`src/rtl/uart_pkg.sv`:
```
// Shared UART definitions: bit timing, frame width and the rx/tx state encoding.
package uart_pkg;

  localparam int unsigned UART_CLKS_PER_BIT = 56 * 16;
  localparam int unsigned DATA_BITS         = 8;

  typedef enum logic [2:0] {
    IDLE,
    START,
    DATA,
    STOP,
    WAIT_HIGH
  } uart_state_e;

endpackage

```
`src/rtl/sync2.sv`:
```
// Generic two-flop synchronizer for asynchronous single-bit inputs.
module sync2 #(
  parameter logic rst_val = 1'b1
) (
  input  logic clk,
  input  logic rst,
  input  logic d,
  output logic q
);

  logic meta;

  always_ff @(posedge clk) begin
    if (rst) begin
      meta <= rst_val;
      q    <= rst_val;
    end else begin
      meta <= d;
      q    <= meta;
    end
  end

endmodule

```
`src/rtl/uart_rx.sv`:
```
// 8N1 serial receiver: start-edge detect, mid-bit sampling, one-cycle valid/frame_err pulses.
module uart_rx
  import uart_pkg::*;
#(
  parameter int unsigned clks_per_bit = UART_CLKS_PER_BIT,
  parameter int unsigned half_bit     = clks_per_bit >> 1
) (
  input  logic       clk,
  input  logic       rst,
  input  logic       rx,
  output logic [7:0] data,
  output logic       valid,
  output logic       frame_err,
  output logic       busy
);

  localparam int unsigned CNT_W = $clog2(clks_per_bit) + 1;
  localparam int unsigned BIT_W = $clog2(DATA_BITS);

  localparam logic [CNT_W-1:0] H_LAST   = CNT_W'(half_bit - 1);
  localparam logic [CNT_W-1:0] C_LAST   = CNT_W'(clks_per_bit - 1);
  localparam logic [BIT_W-1:0] BIT_LAST = BIT_W'(DATA_BITS - 1);

  logic                 rx_s;
  logic                 prev;
  uart_state_e          state, state_n;
  logic [CNT_W-1:0]     cnt, cnt_n;
  logic [BIT_W-1:0]     bit_idx, bit_n;
  logic [DATA_BITS-1:0] shift, shift_n;
  logic [7:0]           data_n;
  logic                 valid_n, frame_err_n, busy_n;

  sync2 #(.rst_val(1'b1)) u_sync (
    .clk (clk),
    .rst (rst),
    .d   (rx),
    .q   (rx_s)
  );

  always_ff @(posedge clk) begin
    if (rst) begin
      state     <= IDLE;
      cnt       <= '0;
      bit_idx   <= '0;
      shift     <= '0;
      prev      <= 1'b1;
      data      <= 8'h00;
      valid     <= 1'b0;
      frame_err <= 1'b0;
      busy      <= 1'b0;
    end else begin
      state     <= state_n;
      cnt       <= cnt_n;
      bit_idx   <= bit_n;
      shift     <= shift_n;
      prev      <= rx_s;
      data      <= data_n;
      valid     <= valid_n;
      frame_err <= frame_err_n;
      busy      <= busy_n;
    end
  end

  always_comb begin
    state_n     = state;
    cnt_n       = cnt + CNT_W'(1);
    bit_n       = bit_idx;
    shift_n     = shift;
    data_n      = data;
    valid_n     = 1'b0;
    frame_err_n = 1'b0;
    busy_n      = busy;

    case (state)
      IDLE: begin
        cnt_n = '0;
        if (prev && !rx_s) begin
          state_n = START;
          busy_n  = 1'b1;
        end
      end
      START: begin
        if (cnt == H_LAST) begin
          cnt_n = '0;
          bit_n = '0;
          if (rx_s) begin
            state_n = IDLE;
            busy_n  = 1'b0;
          end else begin
            state_n = DATA;
          end
        end
      end
      DATA: begin
        if (cnt == C_LAST) begin
          cnt_n   = '0;
          shift_n = {rx_s, shift[DATA_BITS-1:1]};
          if (bit_idx == BIT_LAST) begin
            state_n = STOP;
          end else begin
            bit_n = bit_idx + BIT_W'(1);
          end
        end
      end
      STOP: begin
        if (cnt == C_LAST) begin
          cnt_n  = '0;
          busy_n = 1'b0;
          if (rx_s) begin
            data_n  = shift;
            valid_n = 1'b1;
            state_n = IDLE;
          end else begin
            frame_err_n = 1'b1;
            state_n     = WAIT_HIGH;
          end
        end
      end
      WAIT_HIGH: begin
        // A held-low (break) line must return high before a new start can be seen.
        cnt_n = '0;
        if (rx_s) begin
          state_n = IDLE;
        end
      end
      default: begin
        state_n = IDLE;
        cnt_n   = '0;
        busy_n  = 1'b0;
      end
    endcase
  end

endmodule
```
`config.mk`:
```
export PLATFORM = sky130hd
export DESIGN_NAME = uart_rx
export DESIGN_NICKNAME = d
export VERILOG_FILES = /design/src/rtl/uart_pkg.sv /design/src/rtl/sync2.sv /design/src/rtl/uart_rx.sv
export SDC_FILE = /design/constraint.sdc
export NUM_CORES = 1
export LEC_CHECK = 0
export BUFFER_PORTS_ARGS = -buffer_cell sky130_fd_sc_hd__buf_4
export CORE_UTILIZATION = 39
export DETAILED_ROUTE_END_ITERATION = 10
export GPL_TIMING_DRIVEN = 0
export PLACE_DENSITY = 0.62
export RECOVER_POWER = 25
export SLEW_MARGIN = 10
export SYNTH_ARGS = -nofsm -noshare
export SYNTH_HDL_FRONTEND = slang
export SYNTH_HIERARCHICAL = 1
export SYNTH_SLANG_ARGS = --single-unit
```
`constraint.sdc`:
```
create_clock -name clk -period 2.2 [get_ports clk]
set_input_delay 0.44 -clock clk [delete_from_list [all_inputs] [get_ports clk]]
set_output_delay 0.44 -clock clk [all_outputs]
set_load 0.05 [all_outputs]
```
# Word-level counts from Yosys, hierarchy flattened
# Cells that the tools add are included.
# totals
reg_bits	39
inputBits	3
output_inout_bits	11
word_cells	66
# op_classes
add_sub_neg	2
n_eq_ne	15
n_mux	23
bitwise	3
reduce_logical	12
# ops
op	count
two-way mux 3 bit	10
two-way mux 11 bit	2
one-hot mux 11 bit (2 select lines)	1
one-hot mux 3 bit (5 select lines)	1
!= test 2 bit (second input constant)	6
adder 11 x 1 -> 11 bit (second input constant)	1
== test 11 x 10 -> 1 bit (second input constant)	1
== test 11 x 9 -> 1 bit (second input constant)	1
== test 3 x 2 -> 1 bit (second input constant)	2
== test 3 bit (second input constant)	2
two-way mux 1 bit	6
one-hot mux 3 bit (2 select lines)	1
AND reduction 6 bit	1
AND reduction 5 bit	1
!= test 2 x 1 -> 1 bit (second input constant)	2
one-hot mux 1 bit (4 select lines)	1
AND reduction 4 bit	1
OR reduction 2 bit	2
adder 3 x 1 -> 3 bit (second input constant)	1
== test 3 x 1 -> 1 bit (second input constant)	1
logical NOT 3 bit	1
NOT 1 bit	3
AND reduction 3 bit	1
OR reduction 3 bit	1
5 further kinds	5

# Depth between registers and ports, before layout
# Gate-level depths: netlist of run 1.
# logic_depth
ltp_word	4
depth_mapped	8
depth_no_buf	6

# Hierarchy
# The synthesis of run 1 kept the hierarchy.
# modules_own_cells
mod	n_inst	cells_each	area_per_inst_um2	seq_area_each_um2
uart_rx	1	186	1622.8	740.7
sync2	1	4	52.6	40.0

# Worst setup path before layout of run 1
# No wires, ideal clock.
# synth_timing
kind	reg-to-reg
startpoint	reg cnt[0]
endpoint	reg data[0]
setup_time_ns	0.071
t_arrival_ns	1.608
required_time_ns	2.129
path_slack_ns	0.521
stages_incl_launch_ff	9
path_buffers	3
synth_period_minus_slack_ns	1.679
cell_sequence	dfxtp_1 ha_1 and4_1 clkbuf_1 and4_2 buf_2 buf_4 nand3_1 a21oi_1
# synth_between
elab_chain_cells	2
# synth_rtl
item	line_no	text
from (decl)	uart_rx.sv:27	logic [CNT_W-1:0] cnt, cnt_n;
from (signal assigned)	uart_rx.sv:53	cnt <= cnt_n;
== test 11 x 10 -> 1 bit	uart_rx.sv:106	if (cnt == C_LAST) begin
AND reduction 3 bit (no line)	n/a	
to (signal assigned)	uart_rx.sv:57	data <= data_n;
to (decl)	uart_rx.sv:11	output logic [7:0] data,
# No other way between the ends.
# A chain may end at the register's enable or synchronous reset.

# Final worst setup path of run 1
# layout_timing
startpoint	reg cnt[0]
endpoint	reg data[6]
# The elaborated chain is that of the path after synthesis.

==> run_results.csv, run 1 <==
group,metric,value,unit
yosys,synth_nets,196,
die,core_area,0.00406,mm^2
clocking,hold_buffers,0,
worst_setup_path,endpoint_kind,"flip-flop",
die,die_w,67.5,um
die,io_pins,14,
yosys,synth-main-ff-cell,"dfxtp_1",
grt,grt_use_total,16.2,%
route,drt-wirelength-per-cell,12.2,um
worst_setup_path,critical_path_required,2.43,ns
clocking,cts_tree,"done",
yosys,yosys.area.top_type,"dfxtp_1",
sta,worstMarginPinSlew,0.827,ns
yosys,synth_cell_types,40,
yosys,netlist_area,0.00168,mm^2
route,avgViaCountPerCell,5.26,
clocking,cts_made_buffers,5,
sta,post-route-period-util,87.4,%
power_and_ir_drop,irDropWorstVdd,0.000348,V
final_layout,nets,216,
yosys,synth_cells,190,
die,dieHeight,67.5,um
flow_run,maxCapViolations,0,
grt,grt_pass1_wl,5470,um
route,drtIter0Drc,146,
yosys,ys_warn_count,6,
yosys,yosysMostFrequentCell,"dfxtp_1",
power_and_ir_drop,p_per_area,652,mW/mm^2
worst_setup_path,critPathLaunchType,"flip-flop",
clocking,cts_setup_buffers,0,
die,dieArea,0.00456,mm^2
grt,grt_max_degree,13,
route,drt_wl_total,3200,um
die,initial_core_util,41.3,%
yosys,avgSynthCellArea,8.82,um^2
yosys,synth_area_leaders,"dfxtp_1, nand3_1, a21oi_1, o21ai_0, nor2_1",
final_layout,drive_gt1_share,10.4,%
clocking,clock_path_buffers,2,
sta,skew,0.00597,ns
route,first_pass_iters,4,
clocking,cts.sinks,39,
clocking,cts_resized,0,
status,status,"finished clean",
sta,holdWs,0.320,ns
yosys,async_reset_ff_share,0,%
grt,grt_antenna_before_repair,0,
route,antenna_left,0,
yosys,yosysSeqAreaShare,46.6,%
sta,rsz0062_at_grt,"false",
clocking,ctsHtreeMaxLevel,2,
final_layout,insertedDiodeCount,0,
clocking,clkSlewWorstSetupHoldPaths,0.08,ns
placement,gp_congestion,0.767,
sta,finalSetupViolCount,0,
route,vias,1374,
yosys,synth-edff-count,0,
sta,setup_tns,0,ns
worst_setup_path,crit_type,"reg2reg",
placement,io_buffers,13,
sta,slew_violations,0,
yosys,synth_top_area_share,46.6,%
route,drc,0,
die,rows,23,
clocking,root_buffer,"clkbuf_8",
sta,slew_headroom,44.4,%
worst_setup_path,cp.arrival,2.15,ns
final_layout,syn_to_final_growth,12.4,%
grt,grt_overflow,0,
sta,hold_viol,0,
min_path,holdCritPathClass,"in2reg",
yosys,synth_commonest_cells,"dfxtp_1, nand3_1, a21oi_1, o21ai_0, nor2_1",
yosys,ys_ff_latch,39,
clocking,clk_latency,0.29,ns
power_and_ir_drop,cellLeakagePower,0.000613,uW
worst_setup_path,cp_max_fo,10,
sta,post-route-min-period,1.92,ns
grt,grt_pass1_vias,1198,
placement,hpwlAfterDp,2230,um
sta,max_freq,520,MHz
## worst max-delay path, stage by stage, from the launching register on
cell	delay, ns
dfxtp_1	0.35
ha_1	0.22
and4_1	0.19
clkbuf_1	0.22
and4_2	0.24
buf_2	0.19
buf_4	0.19
nand3_1	0.10
a21oi_1	0.15
## flip-flops by register name (all words and copies together), names as in the netlist
| register | flops |
|---|---|
| cnt | 11 |
| data | 8 |
| shift | 8 |
| bit_idx | 3 |
| state | 3 |
| busy | 1 |
| frame_err | 1 |
| prev | 1 |
| u_sync/meta | 1 |
| u_sync/q | 1 |
| valid | 1 |
## logic make-up after synthesis
kind of cell,share of synthesized area (%)
simple gates,24.0
fa+ha+maj,2.24
xor+xnor,4.70
flops,46.6
buf+inv,4.11
compound gates,16.6
mux,1.79
## per-layer routing
| metal | wire length [um] | share of wire, % | track usage [%] | vias up |
|---|---|---|---|---|
| met1 | 1690 | 53 | 22.5 | 629 |
| met5 | 0 | 0 | 0 | - |
| met4 | 45 | 1.4 | 6.38 | 0 |
| met2 | 1330 | 42 | 23.1 | 24 |
| met3 | 136 | 4.3 | 5.07 | 4 |
| li1 | - | - | - | 717 |
## cell type report
type                       count  area (um^2)
sequential                    39          781
tap                           50         62.6
multi-input combinational    135          826
clock buffer                   6         72.6
inverter                       6         22.5
clock inverter                 2         12.5
timing repair buffer          13         60.1
buffer                        10         46.3
fill                         418         2170
## metrics by stage
step                area [um^2]  instances  util [%]  setup slack [ns]  total power (uW)
floorplan                  1680        190         -             0.521               763
global placement           1840        253      45.2             0.277               777
detailed placement         1840        253      45.2             0.263               777
CTS                        1920        261      47.3             0.243              1250
global route               1880        261      46.4            0.0602              1280
finish                     1880        261      46.4             0.276              1230
## cell usage in the layout (no fill, tap or decap), types with 2 or more instances in the layout
master,n
a21oi_1,18
a2bb2oi_1,2
and3_1,2
buf_4,5
clkbuf_1,18
clkbuf_8,5
dfxtp_1,39
ha_1,3
inv_1,6
mux2i_1,3
nand2_1,10
nand3_1,20
nand4_1,7
nor2_1,15
nor2b_1,2
nor3_1,4
o21ai_0,17
or2_1,2
or3b_2,2
xnor2_1,5
xor2_1,4
## final timing paths
kind                                from                     end  slack, ns  cells after the start
setup reg to reg       cnt[0]$_SDFF_PP0_    data[6]$_SDFFE_PP0P_       0.28                      8
hold reg to reg   u_sync/meta$_SDFF_PP1_     u_sync/q$_SDFF_PP1_       0.42                      1
setup / recovery       cnt[0]$_SDFF_PP0_    data[6]$_SDFFE_PP0P_       0.28                      8
hold / removal                        rx  u_sync/meta$_SDFF_PP1_       0.32                      2
## where the power goes
| group | internal (uW) | switching (uW) |
|---|---|---|
| Clock | 221 | 248 |
| Combinational | 15.2 | 28.1 |
| Sequential | 711 | 4.89 |
| Total | 948 | 281 |
No activity file was read; power rests on OpenSTA's default activity.
==> run 2: changes to the inputs <==
--- a/config.mk
+++ b/config.mk
@@ -8,7 +8,7 @@
 export BUFFER_PORTS_ARGS = -buffer_cell sky130_fd_sc_hd__buf_4
 export CORE_UTILIZATION = 39
 export DETAILED_ROUTE_END_ITERATION = 10
-export GPL_TIMING_DRIVEN = 0
+export GPL_TIMING_DRIVEN = 1
 export PLACE_DENSITY = 0.62
 export RECOVER_POWER = 25
 export SLEW_MARGIN = 10
==> run 2 against run 1 <==
Clock-buffer cell count fell by 1. Die area did not move. Combinational power shrank 0.9%. Via count decreased by 0.22%. Sequential share of layout area up 0.56 points. Sequential power hardly changed. Wire length increased by 2.8%. Global-route usage fell by 0.62 points. First-iteration DRC count fell by 27%. Hold slack improved by 0.0024 ns. Power fell by 1.1%.
==> run_results.csv, run 2 (synthesis results as in run 1) <==
group,metric,value,unit
route,drt_wl_total,3290,um
clocking,clk_latency,0.29,ns
die,die_w,67.5,um
final_layout,final_util,45.8,%
sta,worst_slack,0.377,ns
grt,grt_max_degree,26,
sta,slew_violations,0,
die,dieArea,0.00456,mm^2
die,rows,23,
final_layout,reg_top3,"cnt x11, data x8, shift x8",
sta,setup_tns,0,ns
final_layout,largest_reg_flops,11,
grt,grt_use_total,15.6,%
sta,post-route-min-period,1.82,ns
grt,busiest_layer,"met1",
placement,io_buffers,13,
sta,worstMarginPinSlew,1.08,ns
final_layout,top_register,"cnt",
die,initial_core_util,41.3,%
worst_setup_path,critical_path_required,2.39,ns
clocking,clkSlewWorstSetupHoldPaths,0.07,ns
route,drc,0,
final_layout,syn_to_final_growth,10.9,%
clocking,root_buffer,"clkbuf_8",
placement,gp_congestion,0.798,
worst_setup_path,cp_slowest_cell,"clkbuf_1",
worst_setup_path,endpoint_kind,"flip-flop",
clocking,cts_setup_buffers,0,
route,drt-wirelength-per-cell,13.0,um
final_layout,final_cell_mix,"dfxtp_1, nand3_1, a21oi_1, o21ai_0, nor2_1",
clocking,hold_buffers,0,
route,antenna_left,0,
min_path,holdCritPathClass,"in2reg",
sta,rsz0062_at_grt,"false",
placement,place_ws,0.464,ns
power_and_ir_drop,cellLeakagePower,0.000603,uW
flow_run,maxCapViolations,0,
grt,met3_usage,5.57,%
clocking,clock_path_buffers,2,
clocking,ctsHtreeMaxLevel,2,
grt,grt_overflow,0,
route,vias,1371,
placement,hpwlAfterDp,2140,um
clocking,cts_made_buffers,5,
grt,use_met1,21.9,%
status,status,"finished clean",
final_layout,nets,210,
final_layout,drive_gt1_share,10.8,%
sta,finalSetupViolCount,0,
route,drtIter0Drc,106,
grt,grt_pass1_vias,1127,
die,dieHeight,67.5,um
sta,slew_headroom,28.0,%
worst_setup_path,cp.arrival,2.01,ns
worst_setup_path,crit_chain,"clkbuf_1 > inv_1 > o31ai_2 > buf_4 > nor2b_1",
power_and_ir_drop,irDropWorstVdd,0.000248,V
power_and_ir_drop,p_per_area,654,mW/mm^2
worst_setup_path,crit_path_max_incr_delay,0.77,ns
sta,hold_viol,0,
worst_setup_path,crit_type,"in2reg",
clocking,cts_resized,0,
worst_setup_path,cp_max_fo,25,
grt,use_met2,21.2,%
clocking,cts_tree,"done",
worst_setup_path,rrSetupSlack,0.44,ns
die,core_area,0.00406,mm^2
sta,post-route-period-util,82.9,%
grt,grt_pass1_wl,5230,um
worst_setup_path,critPathLaunchType,"input pin",
clocking,cts.sinks,39,
grt,grt_antenna_before_repair,0,
sta,skew,0.00521,ns
final_layout,layout_commonest_cell,"dfxtp_1",
route,avgViaCountPerCell,5.42,
route,first_pass_iters,4,
die,io_pins,14,
sta,max_freq,548,MHz
final_layout,insertedDiodeCount,0,
run 2: critical path: cells and delay by family:
family,cells,cell delay [ns]
buffers and inverters,3,1.35
AND/OR/NAND/NOR,1,0.06
AO/OA/AOI/OAI,1,0.13
run 2: worst paths after layout:
| path | from | end | cells after the start |
|---|---|---|---|
| max reg2reg | cnt[9]$_SDFF_PP0_ | bit_idx[2]$_SDFFE_PP0P_ | 4 |
| max | rst | cnt[9]$_SDFF_PP0_ | 5 |
| min reg2reg | u_sync/meta$_SDFF_PP1_ | u_sync/q$_SDFF_PP1_ | 1 |
| min | rx | u_sync/meta$_SDFF_PP1_ | 2 |
run 2: stage by stage:
step	hold WS (ns)	instances	total power, uW	instance area [um^2]
after global placement	0.389	247	776	1820
after floorplan	0.385	190	763	1680
after detailed placement	0.396	247	776	1820
after CTS	0.316	253	1230	1900
after global routing	0.311	253	1260	1860
final	0.322	253	1220	1860
run 2: power by group:
| group | internal (uW) | switching (uW) | leakage (uW) | total [uW] |
|---|---|---|---|---|
| Combinational | 14.5 | 28.4 | 0.000252 | 42.9 |
| Clock | 210 | 246 | 0.0000361 | 456 |
| Sequential | 711 | 4.67 | 0.000315 | 716 |
run 2: area by class of cell:
class	count	area [um^2]
multi-input combinational	135	826
tap	50	62.6
sequential	39	781
clock buffer	5	68.8
timing repair buffer	17	90.1
clock inverter	1	7.51
fill	401	2200
inverter	6	22.5
run 2: routing by layer:
| metal | vias to the layer above | wire length (um) |
|---|---|---|
| met5 | - | 0 |
| met4 | 0 | 61 |
| met3 | 6 | 161 |
| met2 | 33 | 1400 |
| met1 | 628 | 1660 |
| li1 | 704 | - |
==> run 3: changes to the inputs <==
--- a/config.mk
+++ b/config.mk
@@ -9,7 +9,7 @@
 export CORE_UTILIZATION = 39
 export DETAILED_ROUTE_END_ITERATION = 10
 export GPL_TIMING_DRIVEN = 1
-export PLACE_DENSITY = 0.62
+export PLACE_DENSITY = 0.64
 export RECOVER_POWER = 25
 export SLEW_MARGIN = 10
 export SYNTH_ARGS = -nofsm -noshare
==> constraint.sdc (replaced) <==
create_clock -name clk -period 1.5 [get_ports clk]
set_input_delay 0.3 -clock clk [delete_from_list [all_inputs] [get_ports clk]]
set_output_delay 0.3 -clock clk [all_outputs]
set_load 0.05 [all_outputs]
==> run 3 against run 2 <==
The run now ends with negative setup slack left. Register-to-register slack worse by 0.62 ns. First-iteration DRC count down 9.4%. Flip-flop and latch count unchanged. Critical endpoint is now cnt[6]$_SDFF_PP0_. Largest power group unchanged.
==> run_results.csv, run 3 (synthesis results as in run 1) <==
group,metric,value,unit
status,status,"complete, but fails checks",
status,violations,"negative setup slack",
sta,max_freq,594,MHz
worst_setup_path,endpoint_kind,"flip-flop",
worst_setup_path,crit_path_max_incr_delay,0.55,ns
worst_setup_path,crit_chain,"or4b_4 > o21ba_2 > o31ai_4 > buf_6 > nor2_1",
worst_setup_path,critical_path_required,1.68,ns
sta,rsz0062_at_grt,"true",
die,dieArea,0.00456,mm^2
final_layout,insertedDiodeCount,0,
sta,hold_viol,0,
final_layout,layout_commonest_cell,"buf_4",
sta,skew,0.0112,ns
final_layout,top_register,"cnt",
clocking,cts.sinks,39,
die,initial_core_util,41.3,%
route,wl_met2,1920,um
die,rows,23,
placement,place_ws,-0.177,ns
final_layout,largest_reg_flops,11,
die,core_area,0.00406,mm^2
route,antenna_left,0,
power_and_ir_drop,netSwitchingFraction,23.7,%
placement,gp_congestion,0.803,
power_and_ir_drop,cellLeakagePower,0.000835,uW
sta,holdWs,0.186,ns
clocking,root_buffer,"clkbuf_8",
die,dieHeight,67.5,um
worst_setup_path,critPathLaunchType,"flip-flop",
worst_setup_path,cp_slowest_cell,"or4b_4",
sta,post-route-min-period,1.68,ns
final_layout,reg_top3,"cnt x11, data x8, shift x8",
sta,slew_violations,0,
grt,grt_pass1_vias,1351,
grt,grt_pass1_wl,6220,um
clocking,cts_made_buffers,5,
route,vias,1537,
worst_setup_path,cp_max_fo,6,
sta,post-route-period-util,112,%
clocking,clock_path_buffers,2,
power_and_ir_drop,seqPwrFrac,57.0,%
grt,grt_max_degree,21,
route,drt_wl_total,4220,um
route,met3WireLength,136,um
clocking,cts_tree,"done",
final_layout,drive_gt1_share,45.1,%
route,avgViaCountPerCell,5.39,
power_and_ir_drop,p_int,1400,uW
worst_setup_path,crit_type,"reg2reg",
power_and_ir_drop,comb_power_share,4.9,%
grt,grt_overflow,0,
power_and_ir_drop,p_clk_share,38.1,%
route,wl_met1,2100,um
final_layout,final_cell_mix,"buf_4, dfxtp_1, nor2_1, o21ai_2, a21oi_1",
grt,grt_use_total,18.3,%
sta,worst_slack,-0.182,ns
power_and_ir_drop,irDropWorstVdd,0.000522,V
power_and_ir_drop,switchingPower,435,uW
clocking,hold_buffers,0,
placement,hpwlAfterDp,2430,um
min_path,holdCritPathClass,"in2reg",
clocking,ctsHtreeMaxLevel,2,
die,die_w,67.5,um
route,drtIter0Drc,96,
route,drc,0,
die,io_pins,14,
sta,worstMarginPinSlew,0.723,ns
sta,slew_headroom,51.8,%
power_and_ir_drop,p_per_area,761,mW/mm^2
route,drt-wirelength-per-cell,14.8,um
clocking,clkSlewWorstSetupHoldPaths,0.07,ns
worst_setup_path,cp.arrival,1.86,ns
route,first_pass_iters,4,
clocking,clk_latency,0.30,ns
placement,io_buffers,13,
route,top_layer,"met4",
flow_run,maxCapViolations,0,
sta,setup_tns,-3.29,ns
final_layout,nets,240,
sta,finalSetupViolCount,33,
final_layout,syn_to_final_growth,44.1,%
grt,grt_antenna_before_repair,0,
run 3: cell count changes in the layout (fill, tap and decap cells not counted), sizes merged:
cell	delta
clkinv	+1
buf	+37
clkbuf	-6
run 3: critical path, delay by kind of cell, from the launching register on:
family	cells	cell delay, ns
and+or+nand+nor	2	0.59
AOI/OAI and AO/OA	2	0.50
DFF	1	0.32
buffers and inverters	1	0.16
run 3: repair_timing:
action / CTS / global route
pin swaps: 1 / 25
resized for setup: 12 / 68
hold endpoints to repair: 0 / 0
setup buffers: 0 / 2
endpoints found under the setup margin: 19 / 33
gates cloned: 1 / 4
run 3: area by class of cell:
| type | count | area [um^2] |
|---|---|---|
| inverter | 6 | 22.5 |
| clock buffer | 6 | 72.6 |
| multi-input combinational | 135 | 1060 |
| sequential | 39 | 785 |
| timing repair buffer | 47 | 399 |
| clock inverter | 2 | 12.5 |
| fill | 333 | 1640 |
| tap | 50 | 62.6 |
run 3: power groups by stage:
stage                     registers [uW]  clock network [uW]  logic [uW]
after CTS                           1050                 711        82.5
after detailed placement            1070                   0        75.7
final                               1050                 701        89.8
after floorplan                     1080                   0        34.5
after global placement              1070                   0        75.7
after global routing                1050                 752        96.4
run 3: metrics by stage:
stage | util [%] | total power [uW] | area (um^2) | instances
after global placement | 49.6 | 1150 | 2010 | 270
after CTS | 52.8 | 1840 | 2140 | 279
after floorplan | - | 1120 | 1690 | 190
after detailed placement | 49.6 | 1150 | 2010 | 270
final | 59.5 | 1840 | 2410 | 285
after global routing | 59.5 | 1900 | 2410 | 285
run 3: worst paths after layout:
path | depth (start not counted) | to | start | slack (ns)
setup / recovery | 5 | cnt[6]$_SDFF_PP0_ | cnt[10]$_SDFF_PP0_ | -0.18
hold / removal | 2 | u_sync/meta$_SDFF_PP1_ | rx | 0.19
setup reg to reg | 5 | cnt[6]$_SDFF_PP0_ | cnt[10]$_SDFF_PP0_ | -0.18
hold reg to reg | 1 | u_sync/q$_SDFF_PP1_ | u_sync/meta$_SDFF_PP1_ | 0.42
run 3: metal layers:
layer / vias to the layer above / global-route usage [%]
li1: 766 / -
met1: 729 / 26.1
met2: 36 / 25.5
met3: 6 / 4.73
met4: 0 / 8.24
met5: - / 0
